==> config.mk <==
export PLATFORM = sky130hd
export DESIGN_NAME = ztex_host_link_flat
export DESIGN_NICKNAME = d
export VERILOG_FILES = /design/src/rtl/ztex_host_link_if.sv /design/src/rtl/ztex_host_link.sv /design/src/flat_wrapper.sv
export SDC_FILE = /design/constraint.sdc
export NUM_CORES = 1
export LEC_CHECK = 0
export ABC_AREA = 1
export ABC_CLOCK_PERIOD_IN_PS = 2900
export CAP_MARGIN = 30
export CELL_PAD_IN_SITES_DETAIL_PLACEMENT = 1
export CELL_PAD_IN_SITES_GLOBAL_PLACEMENT = 2
export CORE_MARGIN = 1.5
export CORE_UTILIZATION = 31
export DETAILED_ROUTE_END_ITERATION = 16
export GPL_ROUTABILITY_DRIVEN = 0
export PLACE_DENSITY = 0.88
export SYNTH_ARGS = -nofsm -noshare
export SYNTH_HDL_FRONTEND = slang
export SYNTH_SLANG_ARGS = --single-unit
==> constraint.sdc <==
create_clock -name clk -period 2.9 [get_ports clk]
set_input_delay 0.58 -clock clk [delete_from_list [all_inputs] [get_ports clk]]
set_output_delay 0.58 -clock clk [all_outputs]
set_load 0.02 [all_outputs]
==> src/rtl/ztex_host_link_if.sv <==
// ztex_host_link_if
//   Byte-wide toggle-strobed link between the host-side initiator and a miner.
//   master : host side (drives read/rd_clk/wr_start/wr_clk, receives write)
//   slave  : miner side
// Signals:
//   rd_clk   host->miner  work strobe, every level change carries one byte
//   read     host->miner  work byte
//   wr_start host->miner  result latch request
//   wr_clk   host->miner  result strobe, every level change advances one byte
//   write    miner->host  result byte (asynchronous to the host clock)
interface ztex_host_link_if;
    logic       rd_clk;
    logic [7:0] read;
    logic       wr_start;
    logic       wr_clk;
    logic [7:0] write;

    modport master (
        output rd_clk,
        output read,
        output wr_start,
        output wr_clk,
        input  write
    );

    modport slave (
        input  rd_clk,
        input  read,
        input  wr_start,
        input  wr_clk,
        output write
    );
endinterface

==> src/rtl/ztex_host_link.sv <==
// ztex_host_link
//   Host-side initiator for the 8-bit toggle-strobed miner link. Serialises a
//   352-bit work word (LSB byte first, 44 bytes) and retrieves the 96-bit
//   result {hash2, nonce2, golden_nonce} on request or on a poll timer.
// Ports:
//   clk, reset     single clock, synchronous active-high reset
//   work_valid/work_ready/work_data   work word handshake ([351:96] midstate)
//   poll_req       one-cycle request for an immediate result poll
//   result_valid   one-cycle pulse, result_data holds the new result
//   result_data    {hash2, nonce2, golden_nonce}
//   busy           FSM not idle
//   link           ztex_host_link_if.master toward the miner
// Optional feature (macro ZTEX_HOST_LINK_NONCE_FILTER_EN):
//   result_valid pulses only when golden_nonce differs from the previous one.
module ztex_host_link #(
    parameter int HALF_PERIOD   = 8,
    parameter int START_CYCLES  = 4,
    parameter int SETTLE_CYCLES = 12,
    parameter int POLL_INTERVAL = 1024
) (
    input  logic             clk,
    input  logic             reset,
    input  logic             work_valid,
    output logic             work_ready,
    input  logic [351:0]     work_data,
    input  logic             poll_req,
    output logic             result_valid,
    output logic [95:0]      result_data,
    output logic             busy,
    ztex_host_link_if.master link
);

    localparam int TMAX_A = (HALF_PERIOD > START_CYCLES) ? HALF_PERIOD : START_CYCLES;
    localparam int TMAX   = (TMAX_A > SETTLE_CYCLES) ? TMAX_A : SETTLE_CYCLES;
    localparam int TW     = $clog2(TMAX + 1);

    localparam logic [TW-1:0] HALF_LAST   = TW'(HALF_PERIOD - 1);
    localparam logic [TW-1:0] START_LAST  = TW'(START_CYCLES - 1);
    localparam logic [TW-1:0] SETTLE_LAST = TW'(SETTLE_CYCLES - 1);

    localparam int PLAST = (POLL_INTERVAL > 0) ? POLL_INTERVAL - 1 : 0;
    localparam int PW    = (PLAST > 0) ? $clog2(PLAST + 1) : 1;
    localparam logic [PW-1:0] POLL_LAST = PW'(PLAST);
    localparam bit AUTO_POLL = (POLL_INTERVAL > 0);

    typedef enum logic [2:0] {
        IDLE,
        W_SETUP,
        W_HOLD,
        R_START,
        R_SETTLE,
        R_SAMPLE,
        R_HOLD
    } state_t;

    state_t         state;
    logic [TW-1:0]  timer;
    logic [5:0]     byte_cnt;
    logic [351:0]   shift;
    logic [95:0]    collect;
    logic [PW-1:0]  poll_cnt;
    logic           poll_pend;
    logic           rd_clk_q;
    logic [7:0]     read_q;
    logic           wr_start_q;
    logic           wr_clk_q;
    logic [7:0]     write_meta;
    logic [7:0]     write_sync;
    logic           poll_due;
    logic [95:0]    collect_next;
`ifdef ZTEX_HOST_LINK_NONCE_FILTER_EN
    logic [31:0]    last_golden;
`endif

    assign link.rd_clk   = rd_clk_q;
    assign link.read     = read_q;
    assign link.wr_start = wr_start_q;
    assign link.wr_clk   = wr_clk_q;

    // Reset overrides the state decode so the handshake is closed while
    // reset is held, even when the FSM already sits in IDLE.
    assign work_ready = (state == IDLE) && !reset;
    assign busy       = (state != IDLE);

    assign poll_due     = AUTO_POLL && (poll_cnt == POLL_LAST);
    // Miner sends golden_nonce[7:0] first; inserting at the top and shifting
    // right leaves the first byte at [7:0] after twelve samples.
    assign collect_next = {write_sync, collect[95:8]};

    always_ff @(posedge clk) begin
        if (reset) begin
            write_meta <= '0;
            write_sync <= '0;
        end else begin
            write_meta <= link.write;
            write_sync <= write_meta;
        end
    end

    always_ff @(posedge clk) begin
        if (reset) begin
            state        <= IDLE;
            timer        <= '0;
            byte_cnt     <= '0;
            shift        <= '0;
            collect      <= '0;
            poll_cnt     <= '0;
            poll_pend    <= 1'b0;
            rd_clk_q     <= 1'b0;
            read_q       <= '0;
            wr_start_q   <= 1'b0;
            wr_clk_q     <= 1'b0;
            result_valid <= 1'b0;
            result_data  <= '0;
`ifdef ZTEX_HOST_LINK_NONCE_FILTER_EN
            last_golden  <= '0;
`endif
        end else begin
            result_valid <= 1'b0;

            // Requests seen while busy are kept until the next IDLE visit.
            if (poll_req) begin
                poll_pend <= 1'b1;
            end

            // Poll timer only runs while idle and holds at its terminal count
            // until a poll completes, so a poll that loses to work still fires
            // right after the frame.
            if (state == IDLE && poll_cnt != POLL_LAST) begin
                poll_cnt <= poll_cnt + PW'(1);
            end

            case (state)
                IDLE: begin
                    timer <= '0;
                    if (work_valid) begin
                        shift    <= work_data;
                        read_q   <= work_data[7:0];
                        byte_cnt <= '0;
                        state    <= W_SETUP;
                    end else if (poll_pend || poll_req || poll_due) begin
                        poll_pend  <= 1'b0;
                        wr_start_q <= 1'b1;
                        byte_cnt   <= '0;
                        state      <= R_START;
                    end
                end

                W_SETUP: begin
                    if (timer == HALF_LAST) begin
                        timer    <= '0;
                        rd_clk_q <= ~rd_clk_q;
                        state    <= W_HOLD;
                    end else begin
                        timer <= timer + TW'(1);
                    end
                end

                W_HOLD: begin
                    if (timer == HALF_LAST) begin
                        timer  <= '0;
                        shift  <= {8'h00, shift[351:8]};
                        read_q <= shift[15:8];
                        if (byte_cnt == 6'd43) begin
                            state <= IDLE;
                        end else begin
                            byte_cnt <= byte_cnt + 6'd1;
                            state    <= W_SETUP;
                        end
                    end else begin
                        timer <= timer + TW'(1);
                    end
                end

                R_START: begin
                    if (timer == START_LAST) begin
                        timer      <= '0;
                        wr_start_q <= 1'b0;
                        state      <= R_SETTLE;
                    end else begin
                        timer <= timer + TW'(1);
                    end
                end

                R_SETTLE: begin
                    if (timer == SETTLE_LAST) begin
                        timer <= '0;
                        state <= R_SAMPLE;
                    end else begin
                        timer <= timer + TW'(1);
                    end
                end

                R_SAMPLE: begin
                    collect <= collect_next;
                    if (byte_cnt == 6'd11) begin
                        result_data <= collect_next;
                        poll_cnt    <= '0;
                        state       <= IDLE;
`ifdef ZTEX_HOST_LINK_NONCE_FILTER_EN
                        result_valid <= (collect_next[31:0] != last_golden);
                        last_golden  <= collect_next[31:0];
`else
                        result_valid <= 1'b1;
`endif
                    end else begin
                        wr_clk_q <= ~wr_clk_q;
                        state    <= R_HOLD;
                    end
                end

                R_HOLD: begin
                    if (timer == HALF_LAST) begin
                        timer    <= '0;
                        byte_cnt <= byte_cnt + 6'd1;
                        state    <= R_SAMPLE;
                    end else begin
                        timer <= timer + TW'(1);
                    end
                end

                default: begin
                    state <= IDLE;
                end
            endcase
        end
    end

endmodule

==> src/flat_wrapper.sv <==
// flat-port wrapper written by rule: the top's interface ports become plain ports
module ztex_host_link_flat 
#(
    parameter int HALF_PERIOD   = 8,
    parameter int START_CYCLES  = 4,
    parameter int SETTLE_CYCLES = 12,
    parameter int POLL_INTERVAL = 1024
)
  (clk, reset, work_valid, work_ready, work_data, poll_req, result_valid, result_data, busy, link_rd_clk, link_read, link_wr_start, link_wr_clk, link_write);
  ztex_host_link_if link_i ();
  input  logic clk;
  input  logic reset;
  input  logic work_valid;
  output logic work_ready;
  input  logic [351:0] work_data;
  input  logic poll_req;
  output logic result_valid;
  output logic [95:0] result_data;
  output logic busy;
  output wire logic [$bits(link_i.rd_clk)-1:0] link_rd_clk;
  output wire logic [$bits(link_i.read)-1:0] link_read;
  output wire logic [$bits(link_i.wr_start)-1:0] link_wr_start;
  output wire logic [$bits(link_i.wr_clk)-1:0] link_wr_clk;
  input wire logic [$bits(link_i.write)-1:0] link_write;
  assign link_rd_clk = link_i.rd_clk;
  assign link_read = link_i.read;
  assign link_wr_start = link_i.wr_start;
  assign link_wr_clk = link_i.wr_clk;
  assign link_i.write = link_write;
  ztex_host_link #(.HALF_PERIOD(HALF_PERIOD), .START_CYCLES(START_CYCLES), .SETTLE_CYCLES(SETTLE_CYCLES), .POLL_INTERVAL(POLL_INTERVAL)) u_core (.clk(clk), .reset(reset), .work_valid(work_valid), .work_ready(work_ready), .work_data(work_data), .poll_req(poll_req), .result_valid(result_valid), .result_data(result_data), .busy(busy), .link(link_i));
endmodule
==> results of run 1 <==
## cell families (layout without fill, tap and decap cells)
family	count (synthesis)	count (layout)
compound gates	1340	1340
other cells	0	14
fa+ha+maj	3	3
simple gates	613	613
xor+xnor	5	5
flops	580	580
buf+inv	747	1139
## routing by layer
metal,track usage,up-vias
met5,0,-
met3,0.0334,106
met2,0.311,343
met1,0.234,10200
li1,-,11400
met4,0.0738,4
## worst max-delay path by stage
| stage | start | endpoint | slack (ns) | cells past startpoint |
|---|---|---|---|---|
| after floorplan | reset | work_ready | 1.05 | 3 |
| after global placement | work_valid | u_core.shift[187] | 0.51 | 8 |
| after detailed placement | work_valid | u_core.shift[188] | 0.46 | 8 |
| after CTS | u_core.state[1] | busy | 0.17 | 3 |
| after global routing | u_core.state[1] | busy | 0.11 | 3 |
| final | u_core.state[1] | busy | 0.24 | 3 |
## power breakdown
group	internal, W	switching [W]
clock	0.00519	0.00359
combinational	0.00351	0.00691
sequential	0.0107	0.000768
total	0.0194	0.0113
## registers in the layout, summed over array words and instances, names as in the netlist
name                  count
u_core.write_meta         8
u_core.result_data       96
u_core.poll_cnt          10
u_core.timer              4
u_core.link.wr_start      1
u_core.shift            345
u_core.write_sync         8
u_core.poll_pend          1
u_core.byte_cnt           6
u_core.result_valid       1
u_core.link.read          7
u_core.state              3
u_core.collect           88
u_core.link.rd_clk        1
u_core.link.wr_clk        1
## per-stage QoR
stage	cells	hold slack [ns]	total power, W	utilization	setup slack, ns
4_1_cts	4720	0.318	0.0311	0.412	0.169
2_1_floorplan	3288	0.388	0.0195	-	1.05
3_5_place_dp	4597	0.397	0.0221	0.382	0.464
3_3_place_gp	4597	0.389	0.0218	0.382	0.506
6_report	4734	0.365	0.0306	0.412	0.237
5_1_grt	4733	0.335	0.0331	0.412	0.108
## Yosys cell counts (all sizes together)
master / count
nand3: 27
nor3: 12
o21ai: 870
nand2: 503
buf: 153
nand4: 5
a22o: 12
xor2: 2
nor2: 65
a21oi: 458
dfxtp: 580
clkbuf: 102
inv: 492
or2: 1
ha: 3
xnor2: 3
## area by class of cell
type                            count  share of cell area
Clock buffer                       94              0.0610
Multi-Input combinational cell   1961               0.291
Sequential cell                   580               0.365
Timing Repair Buffer              524               0.172
Inverter                          492              0.0585
Tap cell                         1040              0.0409
Clock inverter                     29              0.0110
Antenna cell                       14             0.00110
==> flow_summary.ini, run 1 <==
[worst_setup_path]
reg2reg_from = u_core.state[1]
crit_chain = nor2_2 -> nand2_2 -> clkdlybuf4s50_1
crit_family = buffers and inverters
cpPeakStageDelay_ns = 0.66
crit_arrival_ns = 2.08
critPathMaxFanout = 6
worstSetupPathType = register to output port
worstPathRequired_ns = 2.32
worstReg2RegEnd = u_core.shift[99]
end_kind = output port
rrSetupSlack_ns = 0.53
crit_slowest_cell = clkdlybuf4s50_1
cp.buffers_inverters = 1
reg2regPathDepth = 8
start_kind = register

[layout]
final_common_cell = o21ai_1
postLayoutCellArea_um2 = 31800
multiInputGateArea_um2 = 9270
areaGrowthSynthToFinish_pct = 31.9
nets = 3995
fillCellCount = 9483
regArea_um2 = 11600
final_cell_mix = o21ai_1 (631), dfxtp_1 (580), nand2_1 (499)
drive_gt1_frac = 0.0505

[sta]
max_freq_ghz = 0.375
period_share = 0.918
finalHoldViolCount = 0
setup-tns-final_ns = 0
rsz0062_at_grt = false
worstMarginPinSlew_ns = 0.627
slew_viol_final = 0
slew-limit-headroom = 0.582
clock_skew_ns = 0.0271
finalCriticalPeriod_ns = 2.66
setup_violations = 0

[hold_path]
min_to = u_core.timer[1]
holdPathStages = 2
min_from = reset
hold_class = primary input to register

[drt]
route.met3.wl_um = 2940
wl_met2_um = 36600
drtAntennaViolNets = 0
maxUsedRoutingLayer = met5
vias = 22100
wl_per_cell_um = 15.9
via_per_inst = 4.67
drtPass1Iterations = 5
wl_um = 75500
dr.first_iter.drc_count = 955
wl_met1_um = 33700
drc = 0

[grt]
gr-total-overflow = 0
grt_pass1_wl_um = 117000
grt_max_degree = 170
antenna_found_initial = 16
grt_pass1_vias = 21700
grt_usage = 0.185

[yosys]
synth-simple-area-share = 0.100
synthXorXnorAreaFrac = 0.00182
yosys_warnings = 0
yosys.area_share.adder = 0.00156
netlist_instances = 3288
syn-mean-instance-area_um2 = 7.34
synth_top_family_by_area = compound AO/OA/AOI/OAI gates
synth.area.top_cells = dfxtp_1 (48%), o21ai_1 (13%), a21oi_1 (9.5%)
ys_ff_latch = 580
synth.area.mux_share = 0
synth-seq-area-share = 0.481
ys_types = 27
synth_compound_area_frac = 0.280
syn-cell-area_um2 = 24100
synth_fp_nets = 3655
synth_top_area_frac = 0.481
synth_top_cell_by_area = dfxtp_1

[clock_network]
ctsHtreeMaxLevel = 3
clk_pin_slew_worst_paths_ns = 0.06
numCtsBuffers = 69
cts_root_buf = clkbuf_16
clk_path_buf_depth = 3
tritoncts = built
cts_resized = 1
clk_latency_ns = 0.61
hold_buffers = 0
cts.sinks = 580
cts_setup_buffers = 0

[status]
outcome = finished, final reports clean

[floorplanning]
die_y_um = 282
initial_core_util = 0.312
rows = 102
dieArea_um2 = 79500
core_area_um2 = 77200
ios = 474
die_w_um = 282

[placed_design]
placed_area_um2 = 29500
port_buffers = 473
hpwl_um = 52000

[power_and_ir_drop]
power.density_nw_per_um2 = 962
p_leak_nw = 12.5
ir_worst_vdd_uv = 508

[flow_run]
maxCapViolCount = 0
Power figures use the tool's default switching activity.
==> run 2, diff against run 1 <==
--- a/config.mk
+++ b/config.mk
@@ -14,7 +14,9 @@
 export CORE_UTILIZATION = 31
 export DETAILED_ROUTE_END_ITERATION = 16
 export GPL_ROUTABILITY_DRIVEN = 0
+export GPL_TIMING_DRIVEN = 0
 export PLACE_DENSITY = 0.88
+export RECOVER_POWER = 25
 export SYNTH_ARGS = -nofsm -noshare
 export SYNTH_HDL_FRONTEND = slang
 export SYNTH_SLANG_ARGS = --single-unit
==> run 2 against run 1 <==
Non-clock buffer count up 203. Wire length up 12%. Count of clock-buffer cells in the layout up 1. Die area unchanged. Sequential share of layout area down 0.66 points. First-iteration DRC count down 3.8%. Worst hold slack better by 0.038 ns. Critical path type unchanged.
==> flow_summary.ini, run 2 (synthesis gave the netlist of run 1 again) <==
[sta]
rsz0062_at_grt = false
clock_skew_ns = 0.0252
max_freq_ghz = 0.360
setup_violations = 0
slew_viol_final = 0
period_share = 0.958
finalCriticalPeriod_ns = 2.78
worstMarginPinSlew_ns = 0.730
finalHoldViolCount = 0
slew-limit-headroom = 0.514

[worst_setup_path]
crit_chain = nor2_2 -> nand2_2 -> nor2_2 -> clkdlybuf4s50_1
critPathMaxFanout = 7
worstSetupPathType = register to output port
cpPeakStageDelay_ns = 0.64
path_common_cell = nor2_2
start_kind = register
cp.buffers_inverters = 1
crit_family = buffers and inverters
worstPathRequired_ns = 2.32
crit_arrival_ns = 2.20
end_kind = output port
crit_slowest_cell = clkdlybuf4s50_1
rrSetupSlack_ns = 0.41

[clock_network]
clk_pin_slew_worst_paths_ns = 0.05
hold_buffers = 0
cts_root_buf = clkbuf_16
numCtsBuffers = 68
clk_latency_ns = 0.61
clk_path_buf_depth = 3
ctsHtreeMaxLevel = 3
tritoncts = built
cts.sinks = 580

[layout]
fillCellCount = 9610
drive_gt1_frac = 0.0686
largest-register = u_core.shift
reg.largest.list = u_core.shift (345), u_core.result_data (96), u_core.collect (88)
final_cells = 4930
nets = 4197
areaGrowthSynthToFinish_pct = 34.4
final_cell_mix = o21ai_1 (631), dfxtp_1 (580), nand2_1 (500)
final_common_cell = o21ai_1
largest_reg_flops = 345

[floorplanning]
dieArea_um2 = 79500
die_w_um = 282
initial_core_util = 0.312
core_area_um2 = 77200
die_y_um = 282
rows = 102
ios = 474

[drt]
drc = 0
drtAntennaViolNets = 0
via_per_inst = 4.70
wl_um = 84800
wl_per_cell_um = 17.2
dr.first_iter.drc_count = 919
drtPass1Iterations = 5
vias = 23200

[status]
outcome = finished, final reports clean

[placed_design]
port_buffers = 472
dp_cells = 4800
hpwl_um = 64200

[power_and_ir_drop]
p_leak_nw = 13.0
ir_worst_vdd_uv = 452
power.density_nw_per_um2 = 981
power.total_w = 0.0318

[grt]
antenna_found_initial = 16
grt_pass1_vias = 23800
grt_pass1_wl_um = 130000
gr-total-overflow = 0
grt_usage = 0.209
grt_max_degree = 14

[hold_path]
hold_class = register to register

[flow_run]
maxCapViolCount = 0
-- run 2: changes by cell type in the layout (fill, tap and decap cells not counted), moves of 26 or more --
cell             change
dlygate4sd3_1       +54
clkdlybuf4s50_1     -53
buf_6               +26
clkbuf_1           +104
buf_12              -28
buf_2               +64
-- run 2: worst register-to-register path, stage by stage (launching register included) --
cell	delay (ns)
dfxtp_1	0.35
ha_1	0.26
nand2_1	0.09
nor2_1	0.07
nand2_1	0.09
nor2_1	0.06
nor2_1	0.12
clkbuf_1	0.57
clkbuf_1	0.56
nand2_1	0.12
o21ai_0	0.11
-- run 2: final cells by class --
class                      instances  area [um2]  share of cell area
timing repair buffer             472        4720               0.146
tap                             1040        1300              0.0401
buffer                           255        1410              0.0435
clock inverter                    24         305             0.00942
antenna                           11        27.5            0.000849
clock buffer                      95        1940              0.0599
multi-input combinational       1961        9250               0.285
sequential                       580       11600               0.358
inverter                         492        1850              0.0570
-- run 2: per-layer routing --
layer,track usage,part of all wire,vias up
li1,-,-,11800
met4,0.0738,0.029,8
met5,0,0.00062,-
met1,0.266,0.45,10900
met2,0.357,0.48,373
met3,0.0338,0.034,143
-- run 2: per-stage QoR --
step	hold WS (ns)	area (um2)	setup WS [ns]	setup TNS, ns	utilization
finish	0.403	32400	0.122	0	0.420
global route	0.421	32400	0.0588	0	0.420
CTS	0.408	32400	0.0540	0	0.420
detailed placement	0.399	30200	-0.165	-0.496	0.391
global placement	0.395	30200	-0.159	-0.606	0.391
floorplan	0.388	24100	1.05	0	-
-- run 2: final timing paths --
check | cells after the start | end | startpoint
min reg2reg | 2 | u_core.write_sync[2] | u_core.write_meta[2]
max | 4 | work_ready | u_core.state[2]
min | 2 | u_core.write_sync[2] | u_core.write_meta[2]
max reg2reg | 10 | u_core.result_data[10] | u_core.byte_cnt[0]
-- run 2: power by group --
part	total, W	internal [W]	switching, W
combinational	0.0117	0.00401	0.00772
clock	0.00867	0.00509	0.00359
sequential	0.0114	0.0107	0.000753
-- run 2: what timing repair did --
| action | CTS | global route |
|---|---|---|
| endpoints found under the setup margin | 1 | 0 |
| buffers inserted | 0 | 0 |
| resized for setup | 2 | 0 |
